<file path="config.mk">
export PLATFORM = sky130hd
export DESIGN_NAME = rf_vote_ctrl
export DESIGN_NICKNAME = d
export VERILOG_FILES = /design/src/rtl/rf_vote_ctrl.sv
export SDC_FILE = /design/constraint.sdc
export NUM_CORES = 1
export LEC_CHECK = 0
export CORE_ASPECT_RATIO = 0.6
export CORE_MARGIN = 2
export CORE_UTILIZATION = 44
export DETAILED_ROUTE_END_ITERATION = 16
export GPL_TIMING_DRIVEN = 0
export HOLD_SLACK_MARGIN = 0.03
export PLACE_DENSITY = 0.83
export RECOVER_POWER = 100
export SETUP_SLACK_MARGIN = 0.02
export SLEW_MARGIN = 15
export SYNTH_ARGS = -nofsm -noshare
export SYNTH_HDL_FRONTEND = slang
export SYNTH_SLANG_ARGS = --single-unit
</file>
<file path="constraint.sdc">
create_clock -name sysclk -period 2.3 [get_ports sysclk]
set_input_delay 0.69 -clock sysclk [delete_from_list [all_inputs] [get_ports sysclk]]
set_output_delay 0.69 -clock sysclk [all_outputs]
set_load 0.03 [all_outputs]
</file>
<file path="src/rtl/rf_vote_ctrl.sv">
// Forest vote controller: broadcasts one feature vector to NUM_TREES tree engines,
// collects their classes with a timeout, tallies votes sequentially and reports the winner.
module rf_vote_ctrl #(
    parameter int NUM_TREES     = 6,
    parameter int FEAT_W        = 36,
    parameter int CLASS_W       = 2,
    parameter int NUM_CLASSES   = 3,
    parameter int TIMEOUT       = 64,
    parameter int DEFAULT_CLASS = 0
) (
    input  logic                         sysclk,
    input  logic                         rst,
    input  logic                         in_valid,
    output logic                         in_ready,
    input  logic [FEAT_W-1:0]            in_feat,
    output logic [FEAT_W-1:0]            tree_feat,
    output logic [NUM_TREES-1:0]         tree_start,
    input  logic [NUM_TREES-1:0]         tree_done,
    input  logic [NUM_TREES*CLASS_W-1:0] tree_class,
    output logic                         out_valid,
    input  logic                         out_ready,
    output logic [CLASS_W-1:0]           out_class,
    output logic [3:0]                   out_votes,
    output logic                         out_err
);

    localparam int TIDX_W = (NUM_TREES > 1) ? $clog2(NUM_TREES) : 1;
    localparam int CIDX_W = (NUM_CLASSES > 1) ? $clog2(NUM_CLASSES) : 1;
    localparam int IDX_W  = (TIDX_W > CIDX_W) ? TIDX_W : CIDX_W;
    localparam int CNT_W  = (TIMEOUT > 1) ? $clog2(TIMEOUT) : 1;

    typedef enum logic [2:0] {
        S_IDLE,
        S_START,
        S_WAIT,
        S_TALLY,
        S_ARGMAX,
        S_OUT
    } state_t;

    state_t                                state_q, state_d;
    logic [FEAT_W-1:0]                     feat_q, feat_d;
    logic [NUM_TREES-1:0]                  done_q, done_d;
    logic [NUM_TREES-1:0][CLASS_W-1:0]     cls_q, cls_d;
    logic [NUM_CLASSES-1:0][3:0]           tally_q, tally_d;
    logic [CNT_W-1:0]                      cnt_q, cnt_d;
    logic [IDX_W-1:0]                      idx_q, idx_d;
    logic                                  err_q, err_d;
    logic [CLASS_W-1:0]                    bestCls_q, bestCls_d;
    logic [3:0]                            bestVotes_q, bestVotes_d;
    logic [CLASS_W-1:0]                    curCls;

    always_ff @(posedge sysclk) begin
        if (rst) begin
            state_q     <= S_IDLE;
            feat_q      <= '0;
            done_q      <= '0;
            cls_q       <= '0;
            tally_q     <= '0;
            cnt_q       <= '0;
            idx_q       <= '0;
            err_q       <= 1'b0;
            bestCls_q   <= '0;
            bestVotes_q <= '0;
        end else begin
            state_q     <= state_d;
            feat_q      <= feat_d;
            done_q      <= done_d;
            cls_q       <= cls_d;
            tally_q     <= tally_d;
            cnt_q       <= cnt_d;
            idx_q       <= idx_d;
            err_q       <= err_d;
            bestCls_q   <= bestCls_d;
            bestVotes_q <= bestVotes_d;
        end
    end

    always_comb begin
        state_d     = state_q;
        feat_d      = feat_q;
        done_d      = done_q;
        cls_d       = cls_q;
        tally_d     = tally_q;
        cnt_d       = cnt_q;
        idx_d       = idx_q;
        err_d       = err_q;
        bestCls_d   = bestCls_q;
        bestVotes_d = bestVotes_q;
        curCls      = cls_q[idx_q];

        case (state_q)
            S_IDLE: begin
                if (in_valid) begin
                    feat_d  = in_feat;
                    done_d  = '0;
                    cls_d   = '0;
                    tally_d = '0;
                    err_d   = 1'b0;
                    state_d = S_START;
                end
            end

            S_START: begin
                cnt_d   = '0;
                state_d = S_WAIT;
            end

            S_WAIT: begin
                // Only the first done pulse of each tree is captured.
                for (int i = 0; i < NUM_TREES; i++) begin
                    if (tree_done[i] && !done_q[i]) begin
                        done_d[i] = 1'b1;
                        cls_d[i]  = tree_class[i*CLASS_W +: CLASS_W];
                    end
                end
                cnt_d = cnt_q + CNT_W'(1);
                if (&done_d) begin
                    idx_d   = '0;
                    state_d = S_TALLY;
                end else if (cnt_q == CNT_W'(TIMEOUT - 1)) begin
                    err_d   = 1'b1;
                    idx_d   = '0;
                    state_d = S_TALLY;
                end
            end

            S_TALLY: begin
                if (done_q[idx_q]) begin
                    if ({1'b0, curCls} < (CLASS_W+1)'(NUM_CLASSES)) begin
                        tally_d[curCls] = tally_q[curCls] + 4'd1;
                    end else begin
                        err_d = 1'b1;
                    end
                end
                if (idx_q == IDX_W'(NUM_TREES - 1)) begin
                    idx_d       = '0;
                    bestCls_d   = CLASS_W'(DEFAULT_CLASS);
                    bestVotes_d = '0;
                    state_d     = S_ARGMAX;
                end else begin
                    idx_d = idx_q + IDX_W'(1);
                end
            end

            S_ARGMAX: begin
                // Strictly-greater keeps the lowest index on ties; all-zero keeps the default.
                if (tally_q[idx_q] > bestVotes_q) begin
                    bestCls_d   = CLASS_W'(idx_q);
                    bestVotes_d = tally_q[idx_q];
                end
                if (idx_q == IDX_W'(NUM_CLASSES - 1)) begin
                    state_d = S_OUT;
                end else begin
                    idx_d = idx_q + IDX_W'(1);
                end
            end

            S_OUT: begin
                if (out_ready) begin
                    state_d = S_IDLE;
                end
            end

            default: state_d = S_IDLE;
        endcase
    end

    assign in_ready   = (state_q == S_IDLE);
    assign tree_start = {NUM_TREES{state_q == S_START}};
    assign tree_feat  = feat_q;
    assign out_valid  = (state_q == S_OUT);
    assign out_class  = bestCls_q;
    assign out_votes  = bestVotes_q;
    assign out_err    = err_q;

endmodule

</file>
# Word-level counts from Yosys, hierarchy flattened

Index checks and enable logic that the tools add are counted.

Output and inout bits: 51
Word-level logic and storage cells: 147
Bits in registers: 85
Input port bits: 58

$add $sub $neg: 3
Magnitude comparators: 6
Reduce and logical (&&, ||, !) cells: 34
Eq/ne operators: 26
Mux-type cells: 61

Operator list:

| kind                                                | number |
|---|---|
| one-hot mux 12 bit (2 select lines)                 | 2 |
| two-way mux 12 bit                                  | 3 |
| inequality test 2 bit, second input constant        | 16 |
| two-way mux 3 bit                                   | 10 |
| one-hot mux 6 bit (2 select lines)                  | 2 |
| AND reduction 3 bit                                 | 8 |
| two-way mux 4 bit                                   | 5 |
| two-way mux 1 bit                                   | 18 |
| two-way mux 2 bit                                   | 9 |
| one-hot mux 3 bit (6 select lines)                  | 1 |
| binary-select mux 4 bit (select 2 bit)              | 2 |
| bitwise mux 12 bit                                  | 1 |
| AND reduction 6 bit                                 | 2 |
| equality test 3 x 2 -> 1 bit, second input constant | 3 |
| equality test 3 bit, second input constant          | 3 |
| one-hot mux 3 bit (3 select lines)                  | 1 |
| demux 4 bit (select 2 bit)                          | 1 |
| one-hot mux 4 bit (2 select lines)                  | 1 |
| nonzero test 2 bit                                  | 4 |
| logical AND 1 bit                                   | 7 |
| adder 6 x 1 -> 6 bit, second input constant         | 1 |
| binary-select mux 2 bit (select 3 bit)              | 1 |
| equality test 6 bit, second input constant          | 1 |
| logical NOT 1 bit                                   | 6 |
| other kinds (20)                                    | 22 |

# Depth between registers and ports, before layout

Depth after elaboration: 10
Gate-level depth with buffers: 13
Mapped depth without buffers: 12

# Worst setup path before layout

OpenSTA, ideal clock, no wires.

Path type: reg-to-reg
Start: reg state_q[0]
End: reg feat_q[24], in the netlist tree_feat[24]
Required time: 2.230 ns
Cell stages (with the launch flop): 8
Path buffers: 3
Path slack: -0.118 ns
Arrival time: 2.348 ns
Clock period less this slack: 2.418 ns
Setup time: 0.070 ns
Path through: dfxtp_1 -> clkbuf_1 -> nor3_1 -> and2_1 -> clkbuf_1 -> buf_1 -> nand2_1 -> a21oi_1

Word-level cells in the longest chain between the ends: 2

RTL lines:

| what                          | RTL line | text |
|---|---|---|
| start, declared               | 41       | `state_t state_q, state_d;` |
| start signal, assigned        | 66       | `state_q <= state_d;` |
| logical NOT 3 bit             | --       |  |
| net in_ready                  | 14       | `output logic in_ready,` |
| AND reduction 2 bit (no line) | --       |  |
| end signal, assigned          | 67       | `feat_q <= feat_d;` |
| end, declared                 | 42       | `logic [FEAT_W-1:0] feat_q, feat_d;` |

The timed path passes the listed nets, and every way through them passes these cells.
A chain may end at the register's enable or synchronous reset.

# Worst setup path in the final report

Start: reg idx_q[0]
End: reg tally_q[2] in the netlist's numbering

Word-level cells in the longest chain between the ends: 10
Elaborated cells between the ends (all ways): 20
Classes of those cells: add/sub: 1; order compare: 3; eq/ne: 2; mux: 12; reduce/logical: 2

RTL lines:

| what                                                          | RTL line | text |
|---|---|---|
| start, declared                                               | 47       | `logic [IDX_W-1:0] idx_q, idx_d;` |
| start signal, assigned                                        | 72       | `idx_q <= idx_d;` |
| branches (longest 10 deep; another with adder 4 x 1 -> 4 bit) | --       |  |
| end signal, assigned                                          | 70       | `tally_q <= tally_d;` |
| end, declared                                                 | 45       | `logic [NUM_CLASSES-1:0][3:0] tally_q, tally_d;` |

Parallel ways; which one is timed is not known. The select of a mux whose other input is x is not followed.

==> results by group <==
Critical path
  – Slowest cell on the critical path: mux4_2
  – Startpoint types: register
  – Crit Path Class: register to register
  – R2R Path Start: idx_q[0]
  – Critical-path cell list: buf_12, mux4_2, a21oi_2, o221ai_2, a22oi_2, ha_4, xor2_4, a22oi_1, nor2_1
  – Worst Path Arrival: 2.65 ns
  – CP max stage delay: 0.55 ns
  – Reg2reg setup slack: -0.08 ns
  – CP Buf/Inv Count: 1
  – FF-to-FF End: tally_q[2]
  – Top Family by Delay on Critical Path: compound AO/OA/AOI/OAI gates
  – R2R cell count: 9
  – CP endpoint kind: register
  – Worst-path fanout max: 6
  – CP Data Required Time: 2.57 ns

STA
  – Slew Limit Headroom: 56.3%
  – Highest clock rate: 0.420 GHz
  – RSZ-0062 raised after global routing: true
  – Least-Margin Pin Slew: 0.655 ns
  – Final worst-path cycle share: 103%
  – Final hold slack: 0.449 ns
  – Tmin final: 2.38 ns
  – Worst setup margin: -0.0801 ns
  – Max Transition Viols Final: 0
  – Endpoints failing setup: 14
  – Final Hold Viols: 0
  – Clock skew: 0.00523 ns

Clock tree
  – CTS Sinks: 85
  – Total CTS buffers: 9
  – Clk_lat worst skew: 0.34 ns
  – H-tree depth reported by CTS: 3
  – CTS tree: yes
  – CTS Buffer Depth: 2
  – Clk slew on worst S/H paths: 0.06 ns
  – Root buffer cell: clkbuf_16

Finish
  – NumNets Final: 708
  – Fillers: 696
  – Commonest non-fill, non-tap cell in the layout: nand2_1
  – Area delta synth->final: 47.9%
  – Share of layout cells above drive strength 1: 16.4%
  – ANT cells: 0
  – Final instance area: 0.00598 mm^2
  – Most frequent cells in the layout: 99 x nand2_1, 81 x dfxtp_1, 70 x a21oi_1, 54 x clkdlybuf4s50_1, 45 x dlygate4sd3_1

Synthesis
  – Largest family of logic cells by synthesized area: simple AND/OR/NAND/NOR gates
  – Post-Syn Area: 0.00404 mm^2
  – Yosys top cell area share: 42.1%
  – Register area share after synthesis: 42.1%
  – Adder-Cell Fraction of Synth Area: 2.79%
  – Yosys cell types: 47
  – Register bit total from synthesis: 85
  – Mapped Nets: 574
  – Simple-gate area share of the yosys netlist: 21.6%
  – Mean Syn Cell Area: 7.97 um^2
  – Post-synth ARST share: 0%
  – Number of flops mapped to enable cells by yosys: 0
  – Dominant synthesized flop cell: dfxtp_1
  – Post-synthesis mux area share: 6.81%
  – Area contributors post-synth: dfxtp_1 42%, nand2_1 9.5%, a21oi_1 9.2%
  – Synth Area in Compound Gates: 20.9%
  – Synth Area in XOR/XNOR: 0.433%
  – Cell accounting for the most synthesized area: dfxtp_1
  – Cell count after synthesis: 507
  – Synth Warn #: 0

Global route
  – Initial antenna violation count: 0
  – GRT overflow: 0
  – Largest net degree at the start of global routing: 14
  – Vias in the first global route: 4,104
  – Global-route wire length before repair: 20,800 um
  – Tot GR Track Use: 26.6%

Placement
  – Post-Place Worst Slack: -0.419 ns
  – Gp weighted congestion: 1.00
  – DP HPWL: 9500 um
  – Post-Place Cell Area: 0.00526 mm^2
  – IO buf count: 107

Power
  – Clock Power Share: 35.2%
  – Leak: 2.26 nW
  – Net Switching: 1.29 mW
  – Seq pwr share: 39.5%
  – Power Dens Cells: 691 mW/mm^2
  – Comb power frac: 25.4%
  – IR drop worst, VDD: 0.405 mV
  – Internal power: 2.84 mW
  – Power, Total: 4.13 mW
  – Switching part of the total: 31.3%

Hold path
  – Hold path start: tree_feat[30]
  – Hold EP: tree_feat[30]
  – WHS Path Cells: 2
  – Hold Crit Class: register to register

Routing
  – Via count: 4,352
  – Drt pass-1 iters: 5
  – Detailed-route DRC error count: 0
  – Routed Antenna Nets: 0
  – Via/cell ratio: 5.71
  – DR iter-0 viols: 386
  – Wirelength, routed: 13,600 um
  – Drt wl/cell: 17.8 um

Status
  – Outcome: complete, but fails checks
  – Failing checks: setup timing

Run
  – Maxcap violations: 0

Floorplan
  – Die Ht: 78.2 um
  – Die area: 0.00999 mm^2
  – Core footprint: 0.00905 mm^2
  – Initial Util: 44.6%
  – I/O pins: 109
  – Die X-Extent: 128 um
  – Num rows: 27
## cell type report
cell class	count	area, um^2	share of cell area [%]
Clock inverter	4	47.5	0.795
Clock buffer	12	246	4.12
Multi-Input combinational cell	373	2370	39.6
Tap cell	116	145	2.43
Buffer	30	178	2.97
Timing Repair Buffer	124	1210	20.2
Sequential cell	85	1710	28.6
Inverter	18	72.6	1.21
## tightest hold or removal path: cells and delay by family, from the launching register on
family / cells / cell delay (ns)
flops: 1 / 0.30
compound gates: 1 / 0.05
simple gates: 1 / 0.05
## cell usage after synthesis (2+ instances only)
cell type	instances
nand2_1	102
dfxtp_1	85
a21oi_1	74
nor2_1	39
clkbuf_1	21
nand3_1	19
o21ai_0	19
inv_1	17
mux2i_1	17
o211ai_1	12
nor3_1	11
a22oi_1	10
ha_1	9
and3_1	6
buf_4	6
o22ai_1	6
and2_1	5
nand2b_1	5
nand3b_1	5
nor2b_1	4
mux2_2	3
a22o_1	2
a311oi_1	2
buf_1	2
mux4_2	2
o41ai_1	2
xor2_1	2
## logic make-up (layout without fill, tap and decap cells)
| family | count (synthesis) | after routing |
|---|---|---|
| AOI/OAI and AO/OA | 139 | 139 |
| xor gates and xnor gates | 2 | 2 |
| adders and majority gates | 9 | 9 |
| buffers and inverters | 49 | 188 |
| DFF | 85 | 85 |
| muxes | 23 | 23 |
| and+or+nand+nor | 200 | 200 |
## what timing repair did
action	in CTS	in global routing
hold buffers	0	0
endpoints found under the setup margin	50	69
pin swaps	16	19
buffers inserted	11	7
resized for setup	62	43
cloned	0	0
## power groups by stage
stage                     Sequential [mW]  Combinational [mW]  Clock (mW)
after floorplan                      1.76               0.450           0
after global placement               1.65               0.945           0
after detailed placement             1.65               0.973           0
after CTS                            1.63                1.01        1.47
after global routing                 1.64                1.12        1.52
final                                1.63                1.05        1.45
## metrics by stage
| stage | util, % | TNS (ns) | cells |
|---|---|---|---|
| finish | 66.0 | -0.582 | 762 |
| detailed placement | 58.1 | -18.07 | 730 |
| CTS | 64.2 | -0.0639 | 756 |
| global route | 66.0 | -2.75 | 762 |
| floorplan | - | 0 | 507 |
| global placement | 58.1 | -13.60 | 730 |
## registers in the layout, summed over array words and instances, names as in the netlist, 3 cells and up
register,count
tree_feat,36
cls_q,12
tally_q,12
cnt_q,6
done_q,6
out_votes,4
idx_q,3
state_q,3
## metal layers
| metal | wire [um] | GRT usage (%) | share of wire, % |
|---|---|---|---|
| met3 | 1480 | 10.4 | 11 |
| met4 | 114 | 6.15 | 0.84 |
| met5 | 0 | 0 | 0 |
| met1 | 5880 | 35.7 | 43 |
| met2 | 6090 | 40.5 | 45 |
## worst max-delay path by stage
| stage | from | end | slack (ns) | cells after the start |
|---|---|---|---|---|
| after global routing | idx_q[0] | tally_q[3] | -0.18 | 8 |
| after CTS | state_q[2] | out_valid | -0.06 | 3 |
| after floorplan | idx_q[1] | tally_q[2] | 0.03 | 11 |
| final | idx_q[0] | tally_q[2] | -0.08 | 9 |
| after global placement | idx_q[0] | out_class[1] | -0.35 | 10 |
| after detailed placement | idx_q[0] | out_votes[1] | -0.42 | 13 |
No activity file was read; power rests on OpenSTA's default activity.
